<file path="src/rtl/pipe_pkg.sv">
// Shared types and constants for the pipeline hazard controller.
package pipe_pkg;

  typedef enum logic [0:0] {
    Run  = 1'b0,
    Pend = 1'b1
  } state_e;

  localparam int unsigned StageNumDef = 5;

  localparam int unsigned IF_S  = 0;
  localparam int unsigned ID_S  = 1;
  localparam int unsigned EX_S  = 2;
  localparam int unsigned MEM_S = 3;
  localparam int unsigned WB_S  = 4;

  localparam logic Stop   = 1'b1;
  localparam logic NoStop = 1'b0;

endpackage

</file>
<file path="src/rtl/pipe_ctrl_if.sv">
// Request/response bundle between the datapath (master) and pipe_ctrl (slave).
// Perf counter outputs exist only when PIPE_CTRL_PERF_EN is defined.
interface pipe_ctrl_if
  import pipe_pkg::*;
#(
  parameter int unsigned STAGE_NUM = StageNumDef,
  parameter int unsigned ADDR_W    = 32
);
  logic [STAGE_NUM-1:0]        stall_req_i;
  logic [STAGE_NUM-1:0]        redir_req_i;
  logic [STAGE_NUM*ADDR_W-1:0] redir_pc_i;
  logic [STAGE_NUM-1:0]        stall_o;
  logic [STAGE_NUM-1:0]        flush_o;
  logic [ADDR_W-1:0]           new_pc_o;
  logic                        new_pc_we_o;
  logic                        busy_o;
  logic                        stall_timeout_o;
`ifdef PIPE_CTRL_PERF_EN
  logic [31:0]                 perf_stall_cyc_o;
  logic [31:0]                 perf_redir_cnt_o;
`endif

  modport master (
    output stall_req_i, redir_req_i, redir_pc_i,
    input  stall_o, flush_o, new_pc_o, new_pc_we_o, busy_o, stall_timeout_o
`ifdef PIPE_CTRL_PERF_EN
    , input perf_stall_cyc_o, perf_redir_cnt_o
`endif
  );

  modport slave (
    input  stall_req_i, redir_req_i, redir_pc_i,
    output stall_o, flush_o, new_pc_o, new_pc_we_o, busy_o, stall_timeout_o
`ifdef PIPE_CTRL_PERF_EN
    , output perf_stall_cyc_o, perf_redir_cnt_o
`endif
  );

endinterface

</file>
<file path="src/rtl/prio_enc.sv">
// Highest-set-bit priority encoder with valid flag.
module prio_enc #(
  parameter int unsigned Width = 5,
  parameter int unsigned IdxW  = (Width > 1) ? $clog2(Width) : 1
) (
  input  logic [Width-1:0] req,
  output logic [IdxW-1:0]  idx,
  output logic             valid
);

  always_comb begin
    idx   = '0;
    valid = 1'b0;
    for (int unsigned i = 0; i < Width; i++) begin
      if (req[i]) begin
        idx   = IdxW'(i);
        valid = 1'b1;
      end
    end
  end

endmodule

</file>
<file path="src/rtl/pipe_ctrl.sv">
// Pipeline hazard controller: stall/flush vectors, registered PC redirect, stall watchdog.
// Optional perf counters are enabled by defining PIPE_CTRL_PERF_EN.
module pipe_ctrl
  import pipe_pkg::*;
#(
  parameter int unsigned STAGE_NUM     = StageNumDef,
  parameter int unsigned ADDR_W        = 32,
  parameter int unsigned TIMEOUT_W     = 8,
  parameter int unsigned STALL_TIMEOUT = 200
) (
  input logic       clk,
  input logic       rstn,
  pipe_ctrl_if.slave bus
);

  localparam int unsigned IdxW = (STAGE_NUM > 1) ? $clog2(STAGE_NUM) : 1;
  localparam logic [TIMEOUT_W-1:0] Limit = TIMEOUT_W'(STALL_TIMEOUT);

  logic [STAGE_NUM-1:0] stall_eff, stall_vec, flush_vec;
  logic [IdxW-1:0]      stall_idx, redir_idx;
  logic                 stall_vld, redir_vld;
  logic [ADDR_W-1:0]    redir_tgt;

  state_e               state_q, state_d;
  logic [IdxW-1:0]      pend_idx_q, pend_idx_d, cand_idx, fire_idx;
  logic [ADDR_W-1:0]    pend_pc_q, pend_pc_d, cand_pc, fire_pc;
  logic [ADDR_W-1:0]    new_pc_q, new_pc_d;
  logic                 new_pc_we_q, fire;
  logic [TIMEOUT_W-1:0] cnt_q, cnt_d;
  logic                 timeout_q, timeout_d;

  // A stage redirecting this cycle cannot also hold the pipe.
  assign stall_eff = bus.stall_req_i & ~bus.redir_req_i;
  assign redir_tgt = bus.redir_pc_i[int'(redir_idx)*ADDR_W +: ADDR_W];

  prio_enc #(.Width(STAGE_NUM), .IdxW(IdxW)) u_stall_enc (
    .req   (stall_eff),
    .idx   (stall_idx),
    .valid (stall_vld)
  );

  prio_enc #(.Width(STAGE_NUM), .IdxW(IdxW)) u_redir_enc (
    .req   (bus.redir_req_i),
    .idx   (redir_idx),
    .valid (redir_vld)
  );

  always_comb begin
    state_d    = state_q;
    pend_idx_d = pend_idx_q;
    pend_pc_d  = pend_pc_q;
    fire       = 1'b0;
    fire_idx   = redir_idx;
    fire_pc    = redir_tgt;
    cand_idx   = pend_idx_q;
    cand_pc    = pend_pc_q;
    case (state_q)
      Run: begin
        if (redir_vld) begin
          if (stall_vld && (stall_idx > redir_idx)) begin
            state_d    = Pend;
            pend_idx_d = redir_idx;
            pend_pc_d  = redir_tgt;
          end else begin
            fire = 1'b1;
          end
        end
      end
      Pend: begin
        // An older (deeper) redirect supersedes the latched one.
        if (redir_vld && (redir_idx > pend_idx_q)) begin
          cand_idx = redir_idx;
          cand_pc  = redir_tgt;
        end
        if (stall_vld && (stall_idx > cand_idx)) begin
          pend_idx_d = cand_idx;
          pend_pc_d  = cand_pc;
        end else begin
          fire     = 1'b1;
          fire_idx = cand_idx;
          fire_pc  = cand_pc;
          state_d  = Run;
        end
      end
      default: state_d = Run;
    endcase
    new_pc_d = fire ? fire_pc : new_pc_q;
  end

  always_comb begin
    int unsigned frz;
    frz       = (int'(stall_idx) < ID_S) ? ID_S : int'(stall_idx);
    stall_vec = '0;
    flush_vec = '0;
    for (int unsigned j = 0; j < STAGE_NUM; j++) begin
      if (stall_vld && (j <= frz)) stall_vec[j] = Stop;
      if (stall_vld && (j == frz + 1)) flush_vec[j] = 1'b1;
      if (fire && (j >= 1) && (j <= int'(fire_idx) + 1)) flush_vec[j] = 1'b1;
    end
    flush_vec[IF_S] = 1'b0;
    stall_vec       = stall_vec & ~flush_vec;
  end

  always_comb begin
    cnt_d = cnt_q;
    if (stall_vec[IF_S] == NoStop) begin
      cnt_d = '0;
    end else if (cnt_q != '1) begin
      cnt_d = cnt_q + 1'b1;
    end
    timeout_d = timeout_q | (stall_vec[IF_S] && (cnt_d >= Limit));
  end

  always_ff @(posedge clk or negedge rstn) begin
    if (!rstn) begin
      state_q     <= Run;
      pend_idx_q  <= '0;
      pend_pc_q   <= '0;
      new_pc_q    <= '0;
      new_pc_we_q <= 1'b0;
      cnt_q       <= '0;
      timeout_q   <= 1'b0;
    end else begin
      state_q     <= state_d;
      pend_idx_q  <= pend_idx_d;
      pend_pc_q   <= pend_pc_d;
      new_pc_q    <= new_pc_d;
      new_pc_we_q <= fire;
      cnt_q       <= cnt_d;
      timeout_q   <= timeout_d;
    end
  end

  assign bus.stall_o         = stall_vec;
  assign bus.flush_o         = flush_vec;
  assign bus.new_pc_o        = new_pc_q;
  assign bus.new_pc_we_o     = new_pc_we_q;
  assign bus.busy_o          = (state_q == Pend);
  assign bus.stall_timeout_o = timeout_q;

`ifdef PIPE_CTRL_PERF_EN
  logic [31:0] perf_stall_q, perf_redir_q;

  always_ff @(posedge clk or negedge rstn) begin
    if (!rstn) begin
      perf_stall_q <= '0;
      perf_redir_q <= '0;
    end else begin
      perf_stall_q <= perf_stall_q + 32'(stall_vec[IF_S]);
      perf_redir_q <= perf_redir_q + 32'(new_pc_we_q);
    end
  end

  assign bus.perf_stall_cyc_o = perf_stall_q;
  assign bus.perf_redir_cnt_o = perf_redir_q;
`endif

endmodule

</file>
<file path="src/flat_wrapper.sv">
// flat-port wrapper written by rule: the top's interface ports become plain ports
module pipe_ctrl_flat import pipe_pkg::*;
#(
  parameter int unsigned STAGE_NUM     = StageNumDef,
  parameter int unsigned ADDR_W        = 32,
  parameter int unsigned TIMEOUT_W     = 8,
  parameter int unsigned STALL_TIMEOUT = 200
)
  (clk, rstn, bus_stall_req_i, bus_redir_req_i, bus_redir_pc_i, bus_stall_o, bus_flush_o, bus_new_pc_o, bus_new_pc_we_o, bus_busy_o, bus_stall_timeout_o);
  pipe_ctrl_if #(.STAGE_NUM(STAGE_NUM), .ADDR_W(ADDR_W)) bus_i ();
  input logic clk;
  input logic rstn;
  input wire logic [$bits(bus_i.stall_req_i)-1:0] bus_stall_req_i;
  input wire logic [$bits(bus_i.redir_req_i)-1:0] bus_redir_req_i;
  input wire logic [$bits(bus_i.redir_pc_i)-1:0] bus_redir_pc_i;
  output wire logic [$bits(bus_i.stall_o)-1:0] bus_stall_o;
  output wire logic [$bits(bus_i.flush_o)-1:0] bus_flush_o;
  output wire logic [$bits(bus_i.new_pc_o)-1:0] bus_new_pc_o;
  output wire logic [$bits(bus_i.new_pc_we_o)-1:0] bus_new_pc_we_o;
  output wire logic [$bits(bus_i.busy_o)-1:0] bus_busy_o;
  output wire logic [$bits(bus_i.stall_timeout_o)-1:0] bus_stall_timeout_o;
  assign bus_i.stall_req_i = bus_stall_req_i;
  assign bus_i.redir_req_i = bus_redir_req_i;
  assign bus_i.redir_pc_i = bus_redir_pc_i;
  assign bus_stall_o = bus_i.stall_o;
  assign bus_flush_o = bus_i.flush_o;
  assign bus_new_pc_o = bus_i.new_pc_o;
  assign bus_new_pc_we_o = bus_i.new_pc_we_o;
  assign bus_busy_o = bus_i.busy_o;
  assign bus_stall_timeout_o = bus_i.stall_timeout_o;
  pipe_ctrl #(.STAGE_NUM(STAGE_NUM), .ADDR_W(ADDR_W), .TIMEOUT_W(TIMEOUT_W), .STALL_TIMEOUT(STALL_TIMEOUT)) u_core (.clk(clk), .rstn(rstn), .bus(bus_i));
endmodule
</file>
<file path="config.mk">
export PLATFORM = sky130hd
export DESIGN_NAME = pipe_ctrl_flat
export DESIGN_NICKNAME = d
export VERILOG_FILES = /design/src/rtl/pipe_pkg.sv /design/src/rtl/pipe_ctrl_if.sv /design/src/rtl/prio_enc.sv /design/src/rtl/pipe_ctrl.sv /design/src/flat_wrapper.sv
export SDC_FILE = /design/constraint.sdc
export NUM_CORES = 1
export LEC_CHECK = 0
export ABC_CLOCK_PERIOD_IN_PS = 9400
export CORE_MARGIN = 2
export CORE_UTILIZATION = 44
export DETAILED_ROUTE_END_ITERATION = 8
export PLACE_DENSITY = 0.91
export SYNTH_ARGS = -nofsm -noshare
export SYNTH_HDL_FRONTEND = slang
export SYNTH_SLANG_ARGS = --single-unit
</file>
<file path="constraint.sdc">
create_clock -name clk -period 9.4 [get_ports clk]
set_input_delay 1.88 -clock clk [delete_from_list [all_inputs] [get_ports clk]]
set_output_delay 1.88 -clock clk [all_outputs]
set_load 0.03 [all_outputs]
</file>
* Word-level counts from Yosys, hierarchy flattened
Index checks and enable logic that the tools add are counted.
** Word-level totals
- Register bits after elaboration :: 78
- Output and inout port bits :: 45
** Cells by class
- $add $sub $neg :: 3
- Order comparisons :: 14
- Eq/ne operators :: 8
- Shift-type cells :: 1
- Multiplexer cells :: 57
- Bitwise logic cells :: 6
- Reductions and logical operators :: 18
** Operator list (number)
- 2-to-1 mux 32 bit :: 6
- indexed part select 160 x 9 -> 32 bit :: 1
- <= comparator 2 x 32 -> 1 bit (first input constant) :: 4
- <= comparator 1 x 32 -> 1 bit (first input constant) :: 3
- equality test 2 x 32 -> 1 bit (first input constant) :: 2
- <= comparator 3 x 32 -> 1 bit (first input constant) :: 2
- one-hot mux 32 bit (2 select lines) :: 1
- 2-to-1 mux 3 bit :: 14
- adder 32 x 1 -> 32 bit (second input constant) :: 1
- equality test 1 x 32 -> 1 bit (first input constant) :: 1
- equality test 3 x 32 -> 1 bit (first input constant) :: 1
- 2-to-1 mux 1 bit :: 31
- logical AND 1 bit :: 17
- 2-to-1 mux 8 bit :: 2
- bitwise AND 5 bit :: 2
- inverter 5 bit :: 2
- > comparator 3 bit :: 3
- adder 8 x 1 -> 8 bit (second input constant) :: 1
- greater-or-equal comparator 8 bit (second input constant) :: 1
- inequality test 8 bit (second input constant) :: 1
- one-hot mux 3 bit (2 select lines) :: 1
- adder 3 x 1 -> 4 bit (second input constant) :: 1
- inequality test 2 x 1 -> 1 bit (second input constant) :: 2
- one-hot mux 1 bit (2 select lines) :: 2
- 5 further kinds :: 5

* Longest topological paths before layout
Gate-level depths: netlist of run 1.
- Depth after elaboration :: 22
- Depth in mapped cells :: 26
- Gate-level depth less buffers :: 22

* Cells and area by module
From an unflattened synthesis of run 1, not the netlist that was laid out.
** Second synthesis, totals
- Cells, all modules :: 692
- Area total of the unflattened synthesis :: 5562.8 µm²
** By module, submodules not included
- pipe_ctrl :: times used 1, cells an instance 676, area each 5477.8 µm², sequential area each 1951.9 µm²
- prio_enc :: times used 2, cells an instance 8, area each 42.5 µm², sequential area each 0.0 µm²

* Worst setup path after synthesis of run 1
OpenSTA, ideal clock, no wires.
- Path type :: input -> output
- Start :: input port bus_redir_req_i[3]
- End :: output port bus_flush_o[4]
- Arrival time :: 7189 ps
- Required time :: 7520 ps
- Setup slack :: 331 ps
- Stages :: 24
- Path buffers :: 4
- Path through :: buf_2 -> inv_1 -> a21oi_2 -> buf_2 -> inv_1 -> ha_1 -> o21ai_0 -> a32oi_4 -> a21o_2 -> buf_2 -> a21oi_1 -> ha_1 -> a211oi_1 -> nor2_1 -> a21oi_4 -> clkbuf_1 -> nor2_1 -> a21o_1 -> ha_1 -> nand2_1 -> nand2_1 -> a211oi_1 -> a221oi_2 -> o21ai_0
** On the way
- Cells in the longest elaborated chain, start to end :: 14
- Elaborated cells between the ends (all ways) :: 34
- Those cells by class :: 2 x add/sub; 5 x order compare; 1 x eq/ne; 19 x mux; 2 x bitwise; 5 x reduce/logical
** Ends and longest elaborated chain
- from (decl) :: line flat_wrapper.sv:14 : input wire logic [$bits(bus_i.redir_req_i)-1:0] bus_redir_req_i;
- 2-to-1 mux 3 bit (2 in a row) :: line prio_enc.sv:15 : if (req[i]) begin
- > comparator 3 bit :: line pipe_ctrl.sv:71 : if (redir_vld && (redir_idx > pend_idx_q)) begin
- logical AND 1 bit :: line pipe_ctrl.sv:71
- 2-to-1 mux 3 bit :: line pipe_ctrl.sv:71
- 2-to-1 mux 3 bit :: line pipe_ctrl.sv:57 : case (state_q)
- > comparator 3 bit :: line pipe_ctrl.sv:75 : if (stall_vld && (stall_idx > cand_idx)) begin
- logical AND 1 bit :: line pipe_ctrl.sv:75
- 2-to-1 mux 3 bit :: line pipe_ctrl.sv:75
- 2-to-1 mux 3 bit :: line pipe_ctrl.sv:57
- adder 3 x 1 -> 4 bit
- <= comparator 3 x 32 -> 1 bit :: line pipe_ctrl.sv:98 : if (fire && (j >= 1) && (j <= int'(fire_idx) + 1)) flush_vec[j] = 1'b1;
- logical AND 1 bit :: line pipe_ctrl.sv:98
- 2-to-1 mux 1 bit * :: line pipe_ctrl.sv:98
- to (decl) :: line flat_wrapper.sv:17 : output wire logic [$bits(bus_i.flush_o)-1:0] bus_flush_o;
Every way passes the cells marked *; elsewhere a longest branch is shown, timed or not. The select of a mux whose other input is x is not followed.

* Worst setup path after layout of run 1
- Start :: input port bus_redir_req_i[2]
- End :: output port bus_stall_o[3]
** On the way
- Cells in the longest elaborated chain, start to end :: 17
- Elaborated cells between the ends (all ways) :: 43
- Those cells by class :: 2 x add/sub; 6 x order compare; 1 x eq/ne; 24 x mux; 4 x bitwise; 6 x reduce/logical
** Ends and longest elaborated chain
- 2-to-1 mux 3 bit (3 in a row) :: line prio_enc.sv:15
- > comparator 3 bit :: line pipe_ctrl.sv:71
- logical AND 1 bit :: line pipe_ctrl.sv:71
- 2-to-1 mux 3 bit :: line pipe_ctrl.sv:71
- 2-to-1 mux 3 bit :: line pipe_ctrl.sv:57
- > comparator 3 bit :: line pipe_ctrl.sv:75
- logical AND 1 bit :: line pipe_ctrl.sv:75
- 2-to-1 mux 3 bit :: line pipe_ctrl.sv:75
- 2-to-1 mux 3 bit :: line pipe_ctrl.sv:57
- adder 3 x 1 -> 4 bit
- <= comparator 2 x 32 -> 1 bit :: line pipe_ctrl.sv:98
- logical AND 1 bit :: line pipe_ctrl.sv:98
- 2-to-1 mux 1 bit :: line pipe_ctrl.sv:98
- inverter 5 bit :: line pipe_ctrl.sv:101 : stall_vec = stall_vec & ~flush_vec;
- bitwise AND 5 bit * :: line pipe_ctrl.sv:101
- to (decl) :: line flat_wrapper.sv:16 : output wire logic [$bits(bus_i.stall_o)-1:0] bus_stall_o;
Marked as above.

==> metrics.md, run 1 <==
| Metric | Value |
|---|---|
| HPWL after detailed placement | `about 14000 um` |
| Asr flop ratio synth | `1.00` |
| Post-synthesis sequential area ratio | `0.365` |
| LEAKAGE | `3.21 nW` |
| Worst R2R Path Depth | `15` |
| Worst setup path class | `input port to output port` |
| Final setup margin | `525 ps` |
| Final Hold Viols | `0` |
| CP max FO | `15` |
| Sw Ratio | `0.424` |
| Count of hold-fix buffers inserted at cts | `0` |
| Top FF cell, synth | `dfrtp_1` |
| Fin crit share | `0.944` |
| Site row count | `40` |
| Clock skew | `between 6 and 7 ps` |
| Worst skew pair latency | `340 ps` |
| Layout Area Growth over Synthesis | `47.7%` |
| Post-DRT Antenna Nets | `0` |
| Grt ovf | `0` |
| Final setup vio count | `0` |
| Syn nets | `770` |
| Vias/cell | `6.00` |
| Setup TNS | `0 ps` |
| Worst hold stages | `2` |
| Critical R2R Capture | `u_core.bus.new_pc_o[12]` |
| Clock buffer depth | `2` |
| Fill count | `950` |
| Synth unique cells | `60` |
| Fin crit period | `8880 ps` |
| Overall global routing resource usage | `0.282` |
| FF-to-FF Start | `u_core.pend_idx_q[2]` |
| DRT Pass-1 Iters | `7` |
| Number of global-route vias before repair | `5781` |
| Initial antenna violation count | `0` |
| Ports | `between 200 and 250` |
| WL final | `18600 um` |
| Clock Sinks | `78` |
| Layout cells sized above 1 | `0.115` |
| Status | `completed` |
| R2r setup slk | `5060 ps` |
| Synthesis warning total | `0` |
| Drt drc | `0` |
| Sink of the worst hold path | `u_core.pend_pc_q[18]` |
| PD cells | `~270 mW/mm2` |
| Startpoint Class | `input port` |
| Nets | `between 900 and 1k` |
| Worst setup EP type | `output port` |
| CTS H-Tree Depth | `3` |
| Num CTS Buffers | `9` |
| CP Data Arrival Time | `roughly 7000 ps` |
| Combinational power share | `0.543` |
| Clock power share | `0.173` |
| DIE AREA | `about 0.013 mm2` |
| Peak supply drop | `144 uV` |
| CTS tree | `built` |
| Largest net degree at the start of global routing | `a little under 80` |
| First-pass GRT wire length | `28800 um` |
| Sequential share of power | `0.284` |
| Max-slew violations | `0` |
| FF+latch count, synth | `78` |
| F_max | `113 MHz` |
| Worst slew pin tran | `between 900 and 1000 ps` |
| Height of the die | `~110 um` |
| HP Start | `u_core.pend_pc_q[18]` |
| Initial DRC count | `around 400` |
| GP Congestion | `0.925` |
| DIE WIDTH | `114 um` |
| Initial Utilization | `0.447` |
| Slew HR | `0.335` |
| Hold Crit Class | `flip-flop to flip-flop` |
| Internal | `0.00123 W` |
| Worst slack, placed | `209 ps` |
| ANT cells | `0` |
| Commonest non-fill, non-tap cells in the layout | `clkdlybuf4s50_1 (206), o21ai_0 (92), dfrtp_1 (78), nand2_1 (55), nand2b_1 (36)` |
| RSZ-0062 raised after global routing | `false` |
| Sw Pwr | `0.000904 W` |
| Worst Path Required | `~7500 ps` |
| Post-synth EDFFs | `0` |
| Commonest non-fill, non-tap cell in the layout | `clkdlybuf4s50_1` |
| Total vias in the final route | `5592` |
| Mapped cell area | `about 0.0053 mm2` |
| Mapped Avg Cell Area | `9.13 um2` |
| WL/cell | `about 20 um` |
| IO buf count | `~220` |
| Core area | `0.0120 mm2` |
| CTS Root Cell | `clkbuf_16` |
| Reg clk slew, reported paths | `around 50 ps` |
| Mapped Cells | `586` |
| Max Cap Violations | `0` |
-- layout make-up --
class / instances / area [um2] / share of cell area
clock buffers: 9 / 225 / 0.0285
repair buffers: 233 / 2270 / 0.287
clock inverters: 6 / 86.3 / 0.0109
multi-input cells: 446 / 3140 / 0.397
inverters: 13 / 48.8 / 0.00617
flip-flops and latches: 78 / 1950 / 0.247
well taps: 147 / 184 / 0.0233
-- worst max-delay path: stages --
cell and delay, ps:
clkdlybuf4s50_1 520, nand2b_1 240, a21oi_4 160, inv_1 90, ha_1 300, o21ai_1 100, a32oi_4 310, a21o_4 260
nor2_1 60, a21oi_1 230, ha_1 300, a211oi_1 330, nor2_1 190, a21o_1 240, o21ai_0 250, ha_1 280
nand2_1 130, nand2_1 120, a211oi_1 70, a221o_1 350, a2111oi_2 360, buf_4 230
-- registers in the layout, indices dropped and copies added (netlist names) --
| signal | count |
|---|---|
| u_core.pend_pc_q | 32 |
| u_core.bus.busy_o | 1 |
| u_core.bus.new_pc_we_o | 1 |
| u_core.bus.stall_timeout_o | 1 |
| u_core.bus.new_pc_o | 32 |
| u_core.pend_idx_q | 3 |
| u_core.cnt_q | 8 |
-- worst max path at each step --
stage,startpoint,to,slack [ps],depth (start not counted)
2_1_floorplan,bus_redir_req_i[3],bus_flush_o[4],330,24
3_3_place_gp,bus_redir_req_i[2],bus_stall_o[2],380,23
3_5_place_dp,bus_redir_req_i[2],bus_stall_o[2],210,23
4_1_cts,bus_redir_req_i[2],bus_stall_o[2],140,23
5_1_grt,bus_redir_req_i[2],bus_stall_o[3],90,22
6_report,bus_redir_req_i[2],bus_stall_o[3],520,22
-- synth_stat cells, types with 4 or more instances --
| cell type | instances | area share |
|---|---|---|
| nor2b_1 | 5 | 0.0058 |
| nand3_1 | 7 | 0.0065 |
| o211ai_1 | 4 | 0.0056 |
| inv_1 | 11 | 0.0077 |
| o21ai_0 | 94 | 0.088 |
| nor2_1 | 25 | 0.018 |
| nor3_1 | 12 | 0.011 |
| and2_1 | 6 | 0.0070 |
| a21oi_1 | 7 | 0.0065 |
| a22oi_1 | 24 | 0.034 |
| nand2_1 | 55 | 0.039 |
| dfrtp_1 | 78 | 0.36 |
| clkbuf_1 | 29 | 0.020 |
| mux2i_1 | 34 | 0.064 |
| ha_1 | 12 | 0.028 |
| buf_2 | 15 | 0.014 |
| o221a_2 | 25 | 0.053 |
| nand2b_1 | 36 | 0.042 |
| a221o_1 | 26 | 0.049 |
| a221oi_1 | 13 | 0.021 |
| a31oi_1 | 7 | 0.0082 |
-- stage by stage --
step	hold WS, ps	cells	utilization	power, W	instance area (um2)
after CTS	476	932	0.660	0.00213	7890
after global routing	497	932	0.661	0.00226	7900
after floorplan	442	586	-	0.00130	5350
final	479	932	0.661	0.00213	7900
after global placement	454	917	0.634	0.00171	7580
after detailed placement	463	917	0.634	0.00175	7580
-- timing repair --
action / in CTS / in global routing
setup endpoints to repair: 0 / 2
resized for setup: 0 / 4
buffers inserted: 0 / 0
-- routing by layer --
layer  vias up  share of wire  global-route usage
li1       2612              -                   -
met1      2684           0.39               0.327
met2       258           0.52               0.510
met3        38          0.065              0.0476
met4         0          0.028               0.125
met5         -              0                   0
-- cell families (layout without fill, tap and decap cells) --
logic type	Yosys count	count (layout)	synth area share
AO/OA/AOI/OAI	231	231	0.323
AND/OR/NAND/NOR	163	163	0.158
flip-flops	78	78	0.365
buffers and inverters	62	261	0.0519
multiplexers	37	37	0.0699
adder cells (fa/ha/maj)	12	12	0.0281
XOR/XNOR	2	2	0.00328
other	1	1	0.000701
-- power groups by stage --
| stage | combinational, W | clock [W] | sequential, W |
|---|---|---|---|
| after floorplan | 0.000576 | 0 | 0.000727 |
| after global placement | 0.00111 | 0 | 0.000596 |
| after detailed placement | 0.00115 | 0 | 0.000604 |
| after CTS | 0.00115 | 0.000374 | 0.000602 |
| after global routing | 0.00125 | 0.000389 | 0.000622 |
| final | 0.00116 | 0.000369 | 0.000605 |
(Power assumes the default switching activity.)
==> run 2: changes to the inputs <==
- CORE_UTILIZATION: 44 -> 50
- DONT_BUFFER_PORTS: not set -> 1
- PLACE_DENSITY: 0.91 -> 0.75
==> metrics.md, run 2 (synthesis gave the netlist of run 1 again) <==
| Metric | Value |
|---|---|
| Total Power | `0.00172 W` |
| Max-slew violations | `0` |
| Grt ovf | `0` |
| HP Start | `u_core.pend_pc_q[18]` |
| Drt drc | `0` |
| Status | `completed` |
| Placed insts | `684` |
| WL final | `14400 um` |
| CTS H-Tree Depth | `3` |
| Num CTS Buffers | `9` |
| Sink of the worst hold path | `u_core.pend_pc_q[18]` |
| DIE AREA | `0.0115 mm2` |
| Total vias in the final route | `4517` |
| CP Data Arrival Time | `between 6000 and 7000 ps` |
| Hold Crit Class | `flip-flop to flip-flop` |
| WL/cell | `20.6 um` |
| Grt peak-use layer | `met2` |
| CTS tree | `built` |
| Ports | `217` |
| Setup bufs post-CTS | `0` |
| Initial antenna violation count | `0` |
| Worst slew pin tran | `1260 ps` |
| Fin crit period | `~8600 ps` |
| Max Cap Violations | `0` |
| Finished Layout Cells | `~700` |
| DIE WIDTH | `107 um` |
| Site row count | `37` |
| Fin crit share | `0.915` |
| HPWL after detailed placement | `roughly 10000 um` |
| GR Layer Usage met3 | `0.0527` |
| Worst setup path class | `input port to output port` |
| Critical R2R Capture | `u_core.bus.new_pc_o[27]` |
| Layout Area Growth over Synthesis | `4.47%` |
| First-pass GRT wire length | `22300 um` |
| Worst Path Required | `around 7500 ps` |
| Worst R2R Path Depth | `13` |
| Post-DRT Antenna Nets | `0` |
| RSZ-0062 raised after global routing | `false` |
| Core area | `0.0104 mm2` |
| Vias/cell | `6.47` |
| Commonest non-fill, non-tap cell in the layout | `o21ai_0` |
| Clock buffer depth | `2` |
| LEAKAGE | `2.26 nW` |
| Met1 global-route usage | `0.336` |
| Layout cells sized above 1 | `0.130` |
| Worst hold stages | `2` |
| Slowest CP cell | `nor2_1` |
| Fill count | `950` |
| Final setup vio count | `0` |
| IO buf count | `0` |
| Initial Utilization | `0.516` |
| Crit-path cells | `nand2b_1 -> a21oi_4 -> inv_1 -> ha_1 -> o21ai_0 -> a32oi_4 -> a21o_2 -> nor2_1 -> a21oi_1 -> ha_1 -> nand3_1 -> o21ai_0 -> nor2_1 -> a21oi_4 -> nor2_1 -> a21o_1 -> ha_1 -> nand2_1 -> nand2_1 -> a211oi_1 -> a221o_1 -> a2111oi_2 -> buf_4` |
| Worst stage delay on the critical path | `between 500 and 600 ps` |
| Overall global routing resource usage | `0.246` |
| End-of-flow core utilization | `0.539` |
| GP Congestion | `0.862` |
| Number of global-route vias before repair | `4245` |
| Initial DRC count | `409` |
| CTS Root Cell | `clkbuf_8` |
| DRT Pass-1 Iters | `5` |
| Slew HR | `0.155` |
| FF-to-FF Start | `u_core.pend_idx_q[2]` |
| Clock Sinks | `a little under 80` |
| Final Hold Viols | `0` |
| Largest net degree at the start of global routing | `94` |
| Setup TNS | `0 ps` |
| Multi-input gate area | `0.00313 mm2` |
| Commonest non-fill, non-tap cells in the layout | `o21ai_0 (94), dfrtp_1 (78), nand2_1 (55), nand2b_1 (36), mux2i_1 (34)` |
| CP max FO | `18` |
| Clock skew | `12.3 ps` |
| Reg clk slew, reported paths | `70 ps` |
| Fin area | `0.00559 mm2` |
| Worst skew pair latency | `340 ps` |
| F_max | `116 MHz` |
| Peak supply drop | `134 uV` |
| Height of the die | `107 um` |
| Count of hold-fix buffers inserted at cts | `0` |
| Met2 Use GR | `0.401` |
| PD cells | `~300 mW/mm2` |
| ANT cells | `0` |
| R2r setup slk | `4870 ps` |
| Nets | `743` |
| Flip-flop and latch area | `slightly below 0.002 mm2` |
| Worst setup EP type | `output port` |
| Startpoint Class | `input port` |
| PostCTS Resize Cnt | `0` |
| DP Area | `0.00539 mm2` |
[run 2: cell types whose count changed in the layout (fill, tap and decap cells not counted), moves of 2 or more]
| cell | change |
|---|---|
| o21ai_0 | +2 |
| o21ai_1 | -2 |
| clkbuf_8 | +9 |
| clkdlybuf4s50_1 | -206 |
| clkbuf_16 | -9 |
| buf_4 | -14 |
[run 2: cell type report]
cell class                      count  share of cell area
Clock buffer                       10              0.0228
Tap cell                          136              0.0305
Multi-Input combinational cell    446               0.561
Timing Repair Buffer               11              0.0148
Clock inverter                      4              0.0132
Inverter                           13             0.00873
Sequential cell                    78               0.349
[run 2: where the power goes]
| part | internal [W] | switching (W) |
|---|---|---|
| logic | 0.000282 | 0.000405 |
| registers | 0.000493 | 0.000272 |
| clock network | 0.000147 | 0.000118 |
| total | 0.000922 | 0.000795 |
[run 2: worst max-delay path: cells and delay by family]
family / cells / cell delay (ps)
AO/OA/AOI/OAI: 11 / 2500
AND/OR/NAND/NOR: 7 / 1240
adder cells (fa/ha/maj): 3 / 790
buffers and inverters: 2 / 300
[run 2: worst max-delay path by stage]
| stage | from | to | slack, ps | depth (start not counted) |
|---|---|---|---|---|
| final | bus_redir_req_i[2] | bus_stall_o[3] | 800 | 23 |
| after floorplan | bus_redir_req_i[3] | bus_flush_o[4] | 330 | 24 |
| after global placement | bus_redir_req_i[2] | bus_stall_o[3] | 930 | 23 |
| after CTS | bus_redir_req_i[2] | bus_stall_o[3] | 780 | 23 |
| after global routing | bus_redir_req_i[2] | bus_stall_o[3] | 370 | 23 |
| after detailed placement | bus_redir_req_i[2] | bus_stall_o[3] | 770 | 23 |
[run 2: per-layer routing]
| layer | wire (um) | share of wire | vias up |
|---|---|---|---|
| li1 | - | - | 2152 |
| met1 | 6320 | 0.44 | 2172 |
| met2 | 6970 | 0.48 | 179 |
| met3 | 979 | 0.068 | 14 |
| met4 | 133 | 0.0092 | 0 |
| met5 | 0 | 0 | - |
[run 2: per-stage QoR]
step | worst slack [ps] | hold WS [ps]
global route | 365 | 505
finish | 799 | 485
detailed placement | 773 | 468
CTS | 784 | 487
global placement | 935 | 453
floorplan | 331 | 442
